## src/rtl/alu_pkg.sv

```systemverilog
// Shared definitions for the multi-cycle HI/LO ALU: funct codes, FSM states
// and the operation select for the iterative multiply/divide engine.
package alu_pkg;

    localparam logic [5:0] FN_SRL   = 6'd2;
    localparam logic [5:0] FN_MFHI  = 6'd16;
    localparam logic [5:0] FN_MFLO  = 6'd18;
    localparam logic [5:0] FN_MULTU = 6'd25;
    localparam logic [5:0] FN_DIVU  = 6'd27;
    localparam logic [5:0] FN_ADD   = 6'd32;
    localparam logic [5:0] FN_SUB   = 6'd34;
    localparam logic [5:0] FN_AND   = 6'd36;
    localparam logic [5:0] FN_OR    = 6'd37;
    localparam logic [5:0] FN_SLT   = 6'd42;

    typedef enum logic [1:0] {
        IDLE = 2'd0,
        MUL  = 2'd1,
        DIV  = 2'd2
    } state_t;

    typedef enum logic {
        OP_MUL = 1'b0,
        OP_DIV = 1'b1
    } md_op_t;

endpackage

```

## src/rtl/seq_muldiv.sv

```systemverilog
// Iterative unsigned multiply (shift-add) and divide (restoring) engine.
// One step per clock; start loads the operands, WIDTH steps follow. On the
// final step done is high and hi/lo carry the finished result combinationally
// so the owner can capture it on that same edge.
module seq_muldiv
    import alu_pkg::*;
#(
    parameter int WIDTH = 32,
    parameter int CNT_W = $clog2(WIDTH + 1)
) (
    input  logic             clk,
    input  logic             reset,
    input  logic             start,
    input  md_op_t           op,
    input  logic [WIDTH-1:0] a,
    input  logic [WIDTH-1:0] b,
    output logic             done,
    output logic [WIDTH-1:0] hi,
    output logic [WIDTH-1:0] lo
);

    // hi_r/lo_r form one 2*WIDTH shift register shared by both operations:
    // multiply keeps {partial product, remaining multiplier bits},
    // divide keeps {partial remainder, dividend bits / quotient bits}.
    logic [CNT_W-1:0] cnt;
    md_op_t           op_q;
    logic [WIDTH-1:0] hi_r;
    logic [WIDTH-1:0] lo_r;
    logic [WIDTH-1:0] opnd_r;

    logic [WIDTH:0]   sum;
    logic [WIDTH:0]   shifted;
    logic [WIDTH-1:0] diff;
    logic             ge;
    logic [WIDTH-1:0] step_hi;
    logic [WIDTH-1:0] step_lo;

    // One iteration of the selected algorithm, computed from the current partials.
    always_comb begin
        sum     = {1'b0, hi_r} + (lo_r[0] ? {1'b0, opnd_r} : '0);
        shifted = {hi_r, lo_r[WIDTH-1]};
        ge      = (shifted >= {1'b0, opnd_r});
        // The true difference is below the divisor whenever it is used,
        // so WIDTH bits of wrap-around arithmetic are exact.
        diff    = shifted[WIDTH-1:0] - opnd_r;
        if (op_q == OP_MUL) begin
            step_hi = sum[WIDTH:1];
            step_lo = {sum[0], lo_r[WIDTH-1:1]};
        end else begin
            step_hi = ge ? diff : shifted[WIDTH-1:0];
            step_lo = {lo_r[WIDTH-2:0], ge};
        end
        done = (cnt == CNT_W'(1));
        hi   = step_hi;
        lo   = step_lo;
    end

    // Load operands on start, then advance one step per cycle while the counter runs.
    always_ff @(posedge clk) begin
        if (reset) begin
            cnt    <= '0;
            op_q   <= OP_MUL;
            hi_r   <= '0;
            lo_r   <= '0;
            opnd_r <= '0;
        end else if (start) begin
            cnt    <= CNT_W'(WIDTH);
            op_q   <= op;
            hi_r   <= '0;
            lo_r   <= (op == OP_MUL) ? b : a;
            opnd_r <= (op == OP_MUL) ? a : b;
        end else if (cnt != '0) begin
            cnt    <= cnt - CNT_W'(1);
            hi_r   <= step_hi;
            lo_r   <= step_lo;
        end
    end

endmodule

```

## src/rtl/alu_mc_hilo.sv

```systemverilog
// Multi-cycle MIPS-funct ALU with HI/LO registers and iterative MULTU/DIVU.
// Handshake: an operation is taken on a rising edge where in_valid && in_ready;
// in_ready is high only in IDLE, a request seen while busy is dropped (the
// producer holds it), and out_valid is a one-cycle pulse qualifying Output
// and illegal, which otherwise hold their last values.
module alu_mc_hilo
    import alu_pkg::*;
#(
    parameter int WIDTH   = 32,
    parameter int SHAMT_W = $clog2(WIDTH),
    parameter int CNT_W   = $clog2(WIDTH + 1)
) (
    input  logic             clk,
    input  logic             reset,
    input  logic             in_valid,
    output logic             in_ready,
    input  logic [WIDTH-1:0] dataA,
    input  logic [WIDTH-1:0] dataB,
    input  logic [5:0]       Signal,
    output logic             out_valid,
    output logic [WIDTH-1:0] Output,
    output logic             illegal
);

    state_t           state;
    state_t           state_next;
    logic             accept;
    logic             md_start;
    md_op_t           md_op;
    logic             md_done;
    logic [WIDTH-1:0] md_hi;
    logic [WIDTH-1:0] md_lo;
    logic [WIDTH-1:0] alu_res;
    logic             alu_ill;
    logic [WIDTH-1:0] hi_q;
    logic [WIDTH-1:0] lo_q;

    assign accept = in_valid && in_ready;

    seq_muldiv #(
        .WIDTH (WIDTH),
        .CNT_W (CNT_W)
    ) u_muldiv (
        .clk   (clk),
        .reset (reset),
        .start (md_start),
        .op    (md_op),
        .a     (dataA),
        .b     (dataB),
        .done  (md_done),
        .hi    (md_hi),
        .lo    (md_lo)
    );

    // State register; reset wins over any simultaneous acceptance.
    always_ff @(posedge clk) begin
        if (reset) state <= IDLE;
        else       state <= state_next;
    end

    // Next state, ready and engine launch.
    always_comb begin
        state_next = state;
        in_ready   = 1'b0;
        md_start   = 1'b0;
        md_op      = OP_MUL;
        case (state)
            IDLE: begin
                in_ready = 1'b1;
                if (in_valid && Signal == FN_MULTU) begin
                    md_start   = 1'b1;
                    state_next = MUL;
                end else if (in_valid && Signal == FN_DIVU) begin
                    md_start   = 1'b1;
                    md_op      = OP_DIV;
                    state_next = DIV;
                end
            end
            MUL, DIV: begin
                if (md_done) state_next = IDLE;
            end
            default: state_next = IDLE;
        endcase
    end

    // Single-cycle ALU, shifter and HI/LO moves; unknown codes flag illegal.
    always_comb begin
        alu_res = '0;
        alu_ill = 1'b0;
        case (Signal)
            FN_AND:   alu_res = dataA & dataB;
            FN_OR:    alu_res = dataA | dataB;
            FN_ADD:   alu_res = dataA + dataB;
            FN_SUB:   alu_res = dataA - dataB;
            FN_SLT:   alu_res = {{(WIDTH-1){1'b0}}, ($signed(dataA) < $signed(dataB))};
            FN_SRL:   alu_res = dataA >> dataB[SHAMT_W-1:0];
            FN_MFHI:  alu_res = hi_q;
            FN_MFLO:  alu_res = lo_q;
            FN_MULTU, FN_DIVU: alu_res = '0;
            default:  alu_ill = 1'b1;
        endcase
    end

    // Result register and HI/LO: engine completion or a single-cycle acceptance.
    always_ff @(posedge clk) begin
        if (reset) begin
            out_valid <= 1'b0;
            Output    <= '0;
            illegal   <= 1'b0;
            hi_q      <= '0;
            lo_q      <= '0;
        end else begin
            out_valid <= 1'b0;
            if (state != IDLE && md_done) begin
                hi_q      <= md_hi;
                lo_q      <= md_lo;
                Output    <= md_lo;
                illegal   <= 1'b0;
                out_valid <= 1'b1;
            end else if (accept && !md_start) begin
                Output    <= alu_res;
                illegal   <= alu_ill;
                out_valid <= 1'b1;
            end
        end
    end

endmodule

```

## config.mk

```make
export PLATFORM = sky130hd
export DESIGN_NAME = alu_mc_hilo
export DESIGN_NICKNAME = d
export VERILOG_FILES = /design/src/rtl/alu_pkg.sv /design/src/rtl/seq_muldiv.sv /design/src/rtl/alu_mc_hilo.sv
export SDC_FILE = /design/constraint.sdc
export NUM_CORES = 1
export LEC_CHECK = 0
export CORE_ASPECT_RATIO = 1.2
export CORE_MARGIN = 2
export CORE_UTILIZATION = 67
export DETAILED_ROUTE_END_ITERATION = 16
export PLACE_DENSITY_LB_ADDON = 0.08
export SETUP_SLACK_MARGIN = 0.3
export SYNTH_ARGS = -nofsm -noshare
export SYNTH_HDL_FRONTEND = slang
export SYNTH_SLANG_ARGS = --single-unit
```

## constraint.sdc

```tcl
create_clock -name clk -period 11.4 [get_ports clk]
set_input_delay 2.28 -clock clk [delete_from_list [all_inputs] [get_ports clk]]
set_output_delay 2.28 -clock clk [all_outputs]
set_load 0.005 [all_outputs]
```

==> implementation parameters, run 1 <==
Parameter                              Value

Worst setup path
  Type of the worst setup path    in2reg
  Arrival time worst endpoint    7.57 ns
  Worst-path fanout max    32
  Startpoint class of the critical path    primary input
  Crit path capture type    register
  Worst Setup SP    dataB[3]
  Register-to-register setup slack    7.02 ns
  Source of the worst register-to-register timing path    u_muldiv.opnd_r[1]
  Cells on worst reg2reg path    13
  Endpoint of the worst-slack reg-to-reg timing path    u_muldiv.hi_r[10]
  Critical path data required time    11.76 ns
  Critical path endpoint    Output[27]

Route
  Wire length per cell after detailed routing    25.45 µm
  Final wirelength    74,040 µm
  Per-cell via count in the routed design    7.326
  DRC violation total after the first TritonRoute iteration    3,801
  Number of antenna-violating nets in the routed design    0
  Number of search-and-repair iterations in the first detailed-routing pass    8
  DRC violations left    0
  Via count    21,310

Yosys
  Commonest cells in the synthesized netlist    sky130_fd_sc_hd__nand2_1 (246), sky130_fd_sc_hd__nor2_1 (220), sky130_fd_sc_hd__a21oi_1 (205)
  Top cell type by total area after synthesis    sky130_fd_sc_hd__dfxtp_1
  Number of instances in the synthesized netlist    2,532
  Mean area per synthesized cell    7.581 µm²
  Fraction of post-synthesis cell area in the top cell type by area    0.2117
  Netlist area before placement    0.01919 mm²
  Net count after synthesis    2,784
  Leading cell type by number of instances after synthesis    sky130_fd_sc_hd__nand2_1
  Yosys warning total    0
  Portion of the post-synthesis area used by sequential elements    0.2117
  Ys async rst share    0
  Number of flops mapped to enable cells by yosys    0
  Number of synthesized register bits    203
  Ranking of synthesized cells by area    sky130_fd_sc_hd__dfxtp_1 (21%), sky130_fd_sc_hd__ha_1 (11%), sky130_fd_sc_hd__mux2i_1 (7.1%)
  Most used DFF post-synth    sky130_fd_sc_hd__dfxtp_1
  Count of different cell masters after synthesis    81

Final layout
  Count of nets after finishing    2,768
  Fillers    2,091
  Layout Utilization    0.7472
  Synthesis-to-finish area growth    9.328%
  Number of non-filler instances in the completed layout    2,909
  Diodes inserted    0
  Ratio of cells with drive above 1 in the final layout    0.04941

Floorplanning
  FP Rows    67
  Top Ports    108
  Placeable core area    0.02808 mm²
  Floorplan die area    0.03002 mm²
  Floorplan die height    189.4 µm
  Die Wd    158.5 µm
  Starting density of the core    0.6835

Pwr
  IR drop worst, VDD    0.3421 mV
  Static Leakage    8.574 nW
  Power density cells    161.9 mW/mm²

Timing
  Final clock period utilization by the worst path    0.6325
  Worst clock skew    0.02709 ns
  Final count of negative-setup-slack endpoints    0
  Upper clock frequency limit    0.1387 GHz
  Transition time at the pin with the least slew margin    1.283 ns
  Max Slew Vio Count    0
  Worst slew slack as a fraction of its limit    0.1324
  Clock period minus final worst setup slack    7.211 ns
  Setup TNS Final    0 ns
  Number of hold-slack violations in the final timing report    0
  Unrepaired setup endpoints after global routing    false

Place
  Count of buffers from port buffering    107
  RD Place Congestion    1.050
  Estimated wirelength of the detail-placed design    53,820 µm
  Total instance count after detailed placement    2,872

CTS
  TritonCTS clock tree    yes
  Buffer count from post-CTS setup fixing    0
  H-tree depth    1
  Count of cells resized by post-cts repair    0
  Clock tree sinks    203
  Bufs on Longest Clock Path    3
  Number of buffers inserted during clock tree synthesis    21
  Buffer cell driving the clock tree root    sky130_fd_sc_hd__clkbuf_16
  Clock latency at the later pin of the worst-skew pair    0.52 ns
  Clock transition at the registers of the reported paths    0.07 ns
  Hold-fix buffer count after cts    0

Global routing
  Via count of the first global-routing pass    19,570
  All-Layer GR Usage    0.4754
  Initial antenna violation count    0
  Pin count of the biggest net entering global routing    104
  Congestion Overflow GR    0
  Wire length of the first global-routing pass    110,900 µm

Worst hold path
  Path type of the worst min-delay path    reg2reg
  Hold Path Origin    lo_q[11]

Outcome
  Outcome    finished, final reports clean

Run
  Max Cap Viol    0
worst max-delay path, stage by stage:
cell and delay, ns:
sky130_fd_sc_hd__clkdlybuf4s50_1 0.45, sky130_fd_sc_hd__buf_4 0.32, sky130_fd_sc_hd__clkinv_1 0.77, sky130_fd_sc_hd__ha_1 0.73, sky130_fd_sc_hd__nor2_1 0.07, sky130_fd_sc_hd__a211oi_1 0.43, sky130_fd_sc_hd__o211ai_1 0.22, sky130_fd_sc_hd__nand3_1 0.18
sky130_fd_sc_hd__o21ai_1 0.14, sky130_fd_sc_hd__o41ai_1 0.75, sky130_fd_sc_hd__o21ai_1 0.31, sky130_fd_sc_hd__and3_1 0.24, sky130_fd_sc_hd__a2111oi_0 0.43, sky130_fd_sc_hd__o221ai_1 0.21
worst min path at each step:
stage / cells after the start / end
floorplan: 2 / lo_q[11]
global placement: 2 / Output[25]
detailed placement: 2 / Output[5]
CTS: 2 / lo_q[11]
global route: 2 / Output[5]
finish: 2 / lo_q[11]
report_power, final:
group | leakage (nW) | internal, W | total (W) | switching, W
sequential | 1.65 | 0.000782 | 0.000857 | 0.0000750
combinational | 6.61 | 0.000674 | 0.00185 | 0.00118
clock | 0.314 | 0.000378 | 0.000689 | 0.000310
registers in the layout, summed over array words and instances, names as in the netlist:
signal,count
illegal,1
out_valid,1
u_muldiv.op_q,1
u_muldiv.cnt,6
u_muldiv.hi_r,32
lo_q,32
u_muldiv.lo_r,32
Output,32
u_muldiv.opnd_r,32
hi_q,32
state,2
cell usage in the layout (no fill, tap or decap), types with 12 or more instances in the layout:
cell                                n
sky130_fd_sc_hd__a211oi_1         119
sky130_fd_sc_hd__a21o_1            46
sky130_fd_sc_hd__a21oi_1          205
sky130_fd_sc_hd__a221o_1           24
sky130_fd_sc_hd__a221oi_1          28
sky130_fd_sc_hd__a22oi_1           15
sky130_fd_sc_hd__a31oi_1           33
sky130_fd_sc_hd__and2_1            41
sky130_fd_sc_hd__and3_1            25
sky130_fd_sc_hd__buf_4             36
sky130_fd_sc_hd__clkbuf_16         21
sky130_fd_sc_hd__clkdlybuf4s50_1  102
sky130_fd_sc_hd__dfxtp_1          202
sky130_fd_sc_hd__ha_1             175
sky130_fd_sc_hd__inv_1            158
sky130_fd_sc_hd__mux2i_1          137
sky130_fd_sc_hd__mux4_2            23
sky130_fd_sc_hd__nand2_1          246
sky130_fd_sc_hd__nand2b_1          14
sky130_fd_sc_hd__nand3_1           48
sky130_fd_sc_hd__nor2_1           219
sky130_fd_sc_hd__nor2b_1           16
sky130_fd_sc_hd__nor3_1            35
sky130_fd_sc_hd__o211ai_1          39
sky130_fd_sc_hd__o21a_1            13
sky130_fd_sc_hd__o21ai_0          128
sky130_fd_sc_hd__o21ai_1           33
sky130_fd_sc_hd__o21bai_1          19
sky130_fd_sc_hd__o221ai_1          33
sky130_fd_sc_hd__o22ai_1           20
sky130_fd_sc_hd__o31ai_1           14
sky130_fd_sc_hd__or3_1             12
sky130_fd_sc_hd__xnor2_1           44
sky130_fd_sc_hd__xor2_1            15
final cells by class:
| class | count | area (µm²) | share of cell area |
|---|---|---|---|
| multi-input cells | 1986 | 13870 | 0.6609 |
| flip-flops and latches | 203 | 4068 | 0.1938 |
| repair buffers | 141 | 1306 | 0.06225 |
| inverters | 163 | 611.8 | 0.02916 |
| clock buffers | 28 | 571.8 | 0.02725 |
| well taps | 379 | 474.2 | 0.02260 |
| clock inverters | 9 | 85.08 | 0.004054 |
logic make-up (layout without fill, tap and decap cells):
group | count (synthesis) | in the layout | synth area share
AOI/OAI and AO/OA | 857 | 857 | 0.2990
and+or+nand+nor | 719 | 719 | 0.1708
buffers and inverters | 343 | 341 | 0.06786
DFF | 203 | 203 | 0.2117
adders and majority gates | 179 | 179 | 0.1182
muxes | 172 | 172 | 0.1055
xor gates and xnor gates | 59 | 59 | 0.02692
layer usage:
metal	vias up	GRT usage	wire length (µm)
met2	1882	0.7221	31310
met4	0	0.2557	5263
met1	9736	0.6279	27070
li1	9267	-	-
met3	426	0.1035	10390
met5	-	0	0
stage by stage:
stage | setup slack (ns) | cell area, µm² | total power (W) | hold slack, ns
5_1_grt | 3.953 | 20990 | 0.003543 | 0.4911
3_3_place_gp | 4.100 | 20330 | 0.002542 | 0.4502
3_5_place_dp | 3.930 | 20330 | 0.002600 | 0.4555
2_1_floorplan | 5.802 | 19190 | 0.002130 | 0.4360
4_1_cts | 4.416 | 20990 | 0.003300 | 0.4716
6_report | 4.189 | 20990 | 0.003398 | 0.4687
No activity file was read; power rests on OpenSTA's default activity.
==> inputs of run 2 (changes only) <==
- CORE_UTILIZATION: 67 -> 62
- clock period: 11.4 -> 6.83 ns (I/O delays scaled with it)
==> implementation parameters, run 2 (synthesis results as in run 1) <==
Parameter                              Value

Floorplanning
  Floorplan die height    196.7 µm
  Top Ports    108
  Starting density of the core    0.6298
  Die Wd    164.6 µm
  FP Rows    70
  Placeable core area    0.03048 mm²
  Floorplan die area    0.03239 mm²

Worst setup path
  Crit path buffers/inverters    2
  Stages on worst setup path    12
  Arrival time worst endpoint    6.00 ns
  Cell with the most instances on the worst path    sky130_fd_sc_hd__o21ai_1
  Critical path data required time    7.23 ns
  Cell type group with the largest total delay on the critical path    compound AO/OA/AOI/OAI gates
  Longest individual stage delay on the worst path    0.91 ns
  Crit path capture type    register
  Critical Path, Cell by Cell    clkdlybuf4s50_1, clkinv_1, ha_1, or3_1, o211ai_1, nand3_1, o21ai_1, o41ai_1, o21ai_1, and3_1, a2111oi_0, o221ai_1
  Type of the worst setup path    in2reg
  Startpoint class of the critical path    primary input
  Slowest library cell on the worst path    sky130_fd_sc_hd__o41ai_1
  Cells on worst reg2reg path    13
  Worst-path fanout max    12

Timing
  Clock period minus final worst setup slack    5.596 ns
  Unrepaired setup endpoints after global routing    false
  Final count of negative-setup-slack endpoints    0
  Number of hold-slack violations in the final timing report    0
  Upper clock frequency limit    0.1787 GHz
  Setup TNS Final    0 ns
  Worst slew slack as a fraction of its limit    0.2226
  Final clock period utilization by the worst path    0.8194
  Max Slew Vio Count    0
  Transition time at the pin with the least slew margin    1.162 ns
  Worst clock skew    0.01627 ns

Route
  Final wirelength    77,880 µm
  DRC violation total after the first TritonRoute iteration    2,831
  Number of antenna-violating nets in the routed design    0
  Via count    21,240
  Per-cell via count in the routed design    7.248
  Wire length per cell after detailed routing    26.58 µm
  Number of search-and-repair iterations in the first detailed-routing pass    7
  DRC violations left    0

CTS
  TritonCTS clock tree    yes
  Number of buffers inserted during clock tree synthesis    22
  H-tree depth    1
  Buffer count from post-CTS setup fixing    0
  Bufs on Longest Clock Path    3
  Hold-fix buffer count after cts    0
  Count of cells resized by post-cts repair    0
  Clock latency at the later pin of the worst-skew pair    0.55 ns
  Clock transition at the registers of the reported paths    0.06 ns
  Clock tree sinks    203
  Buffer cell driving the clock tree root    sky130_fd_sc_hd__clkbuf_16

Global routing
  All-Layer GR Usage    0.4713
  Pin count of the biggest net entering global routing    103
  Initial antenna violation count    3
  Via count of the first global-routing pass    20,010
  Wire length of the first global-routing pass    117,400 µm
  Congestion Overflow GR    0

Pwr
  Switching power share of the total    0.4648
  Sequential share of power    0.246
  IR drop worst, VDD    0.8730 mV
  Static Leakage    8.628 nW
  Power density cells    277.0 mW/mm²
  Power consumption    0.005847 W
  Net switching component of the power    0.002717 W
  Proportion of power drawn by the clock network    0.218
  Cell Int Power    0.003129 W
  Combinational share of power    0.536

Final layout
  Commonest cells after routing, fill and taps aside    sky130_fd_sc_hd__nand2_1 (246), sky130_fd_sc_hd__nor2_1 (219), sky130_fd_sc_hd__a21oi_1 (205), sky130_fd_sc_hd__dfxtp_1 (202), sky130_fd_sc_hd__ha_1 (175)
  Ratio of cells with drive above 1 in the final layout    0.05249
  Count of nets after finishing    2,770
  Synthesis-to-finish area growth    9.947%
  Diodes inserted    0
  Most common cell after layout, fill and taps aside    sky130_fd_sc_hd__nand2_1

Place
  Count of buffers from port buffering    107
  RD Place Congestion    1.063
  Estimated wirelength of the detail-placed design    56,920 µm

Worst hold path
  Path type of the worst min-delay path    reg2reg
  Hold Path Depth    2

Outcome
  Outcome    finished, final reports clean

Run
  Max Cap Viol    0
==> run 2: cell types whose count changed in the layout (fill, tap and decap cells not counted) <==
| cell | before | now |
|---|---|---|
| sky130_fd_sc_hd__and3_2 | 0 | 1 |
| sky130_fd_sc_hd__buf_4 | 36 | 37 |
| sky130_fd_sc_hd__clkbuf_8 | 2 | 1 |
| sky130_fd_sc_hd__and2_1 | 41 | 40 |
| sky130_fd_sc_hd__clkinvlp_4 | 3 | 2 |
| sky130_fd_sc_hd__and3_1 | 25 | 24 |
| sky130_fd_sc_hd__nor4_1 | 9 | 10 |
| sky130_fd_sc_hd__clkbuf_16 | 21 | 24 |
| sky130_fd_sc_hd__clkbuf_1 | 5 | 2 |
| sky130_fd_sc_hd__and2_2 | 0 | 1 |
| sky130_fd_sc_hd__clkinv_4 | 1 | 2 |
| sky130_fd_sc_hd__clkinv_8 | 0 | 1 |
| sky130_fd_sc_hd__inv_6 | 1 | 4 |
| sky130_fd_sc_hd__nor4_2 | 2 | 1 |
==> run 2: power groups by stage <==
stage | Combinational, W | Clock (W) | Sequential [W]
after floorplan | 0.00215 | 0 | 0.00140
after global placement | 0.00290 | 0 | 0.00144
after detailed placement | 0.00296 | 0 | 0.00145
after CTS | 0.00300 | 0.00127 | 0.00143
after global routing | 0.00331 | 0.00131 | 0.00144
final | 0.00314 | 0.00128 | 0.00144
==> run 2: cell type report <==
cell class / instances / area [µm²]
timing repair buffer: 142 / 1314
sequential: 203 / 4068
fill: 2485 / 9375
multi-input combinational: 1986 / 13860
clock inverter: 13 / 128.9
inverter: 163 / 611.8
tap: 396 / 495.5
clock buffer: 27 / 621.8
==> run 2: per-layer routing <==
layer  wire length, µm  part of all wire  track usage
met1             28000              0.36       0.5582
met2             33960              0.44       0.7411
met3              8934              0.11       0.1204
met4              6950             0.089       0.3314
met5                37           0.00048            0
==> run 2: worst paths after layout <==
check,from,to,slack [ns]
max,dataB[4],Output[27],1.23
max reg2reg,u_muldiv.opnd_r[1],hi_q[11],2.47
min,Output[8],Output[8],0.47
min reg2reg,Output[8],Output[8],0.47
==> run 2: through the flow <==
step	cell area, µm²	hold slack [ns]	setup WS, ns	cells	util
6_report	21100	0.4732	1.234	2930	0.6924
5_1_grt	21100	0.4890	1.077	2930	0.6924
4_1_cts	21100	0.4689	1.498	2930	0.6924
3_5_place_dp	20350	0.4516	0.9440	2890	0.6678
3_3_place_gp	20350	0.4485	0.9497	2890	0.6678
2_1_floorplan	19190	0.4360	2.146	2532	-
==> run 2: worst reg2reg max path, cell delays in order (launching register included) <==
cell                        delay [ns]
sky130_fd_sc_hd__dfxtp_1          0.42
sky130_fd_sc_hd__inv_1            0.08
sky130_fd_sc_hd__ha_1             0.30
sky130_fd_sc_hd__nor2b_1          0.17
sky130_fd_sc_hd__o2111ai_1        0.17
sky130_fd_sc_hd__a21oi_1          0.30
sky130_fd_sc_hd__o21ai_1          0.20
sky130_fd_sc_hd__a2111o_1         0.51
sky130_fd_sc_hd__a31oi_1          0.44
sky130_fd_sc_hd__o21a_1           0.45
sky130_fd_sc_hd__buf_4            0.39
sky130_fd_sc_hd__mux2_1           0.39
sky130_fd_sc_hd__a21oi_1          0.29
sky130_fd_sc_hd__a21oi_1          0.12
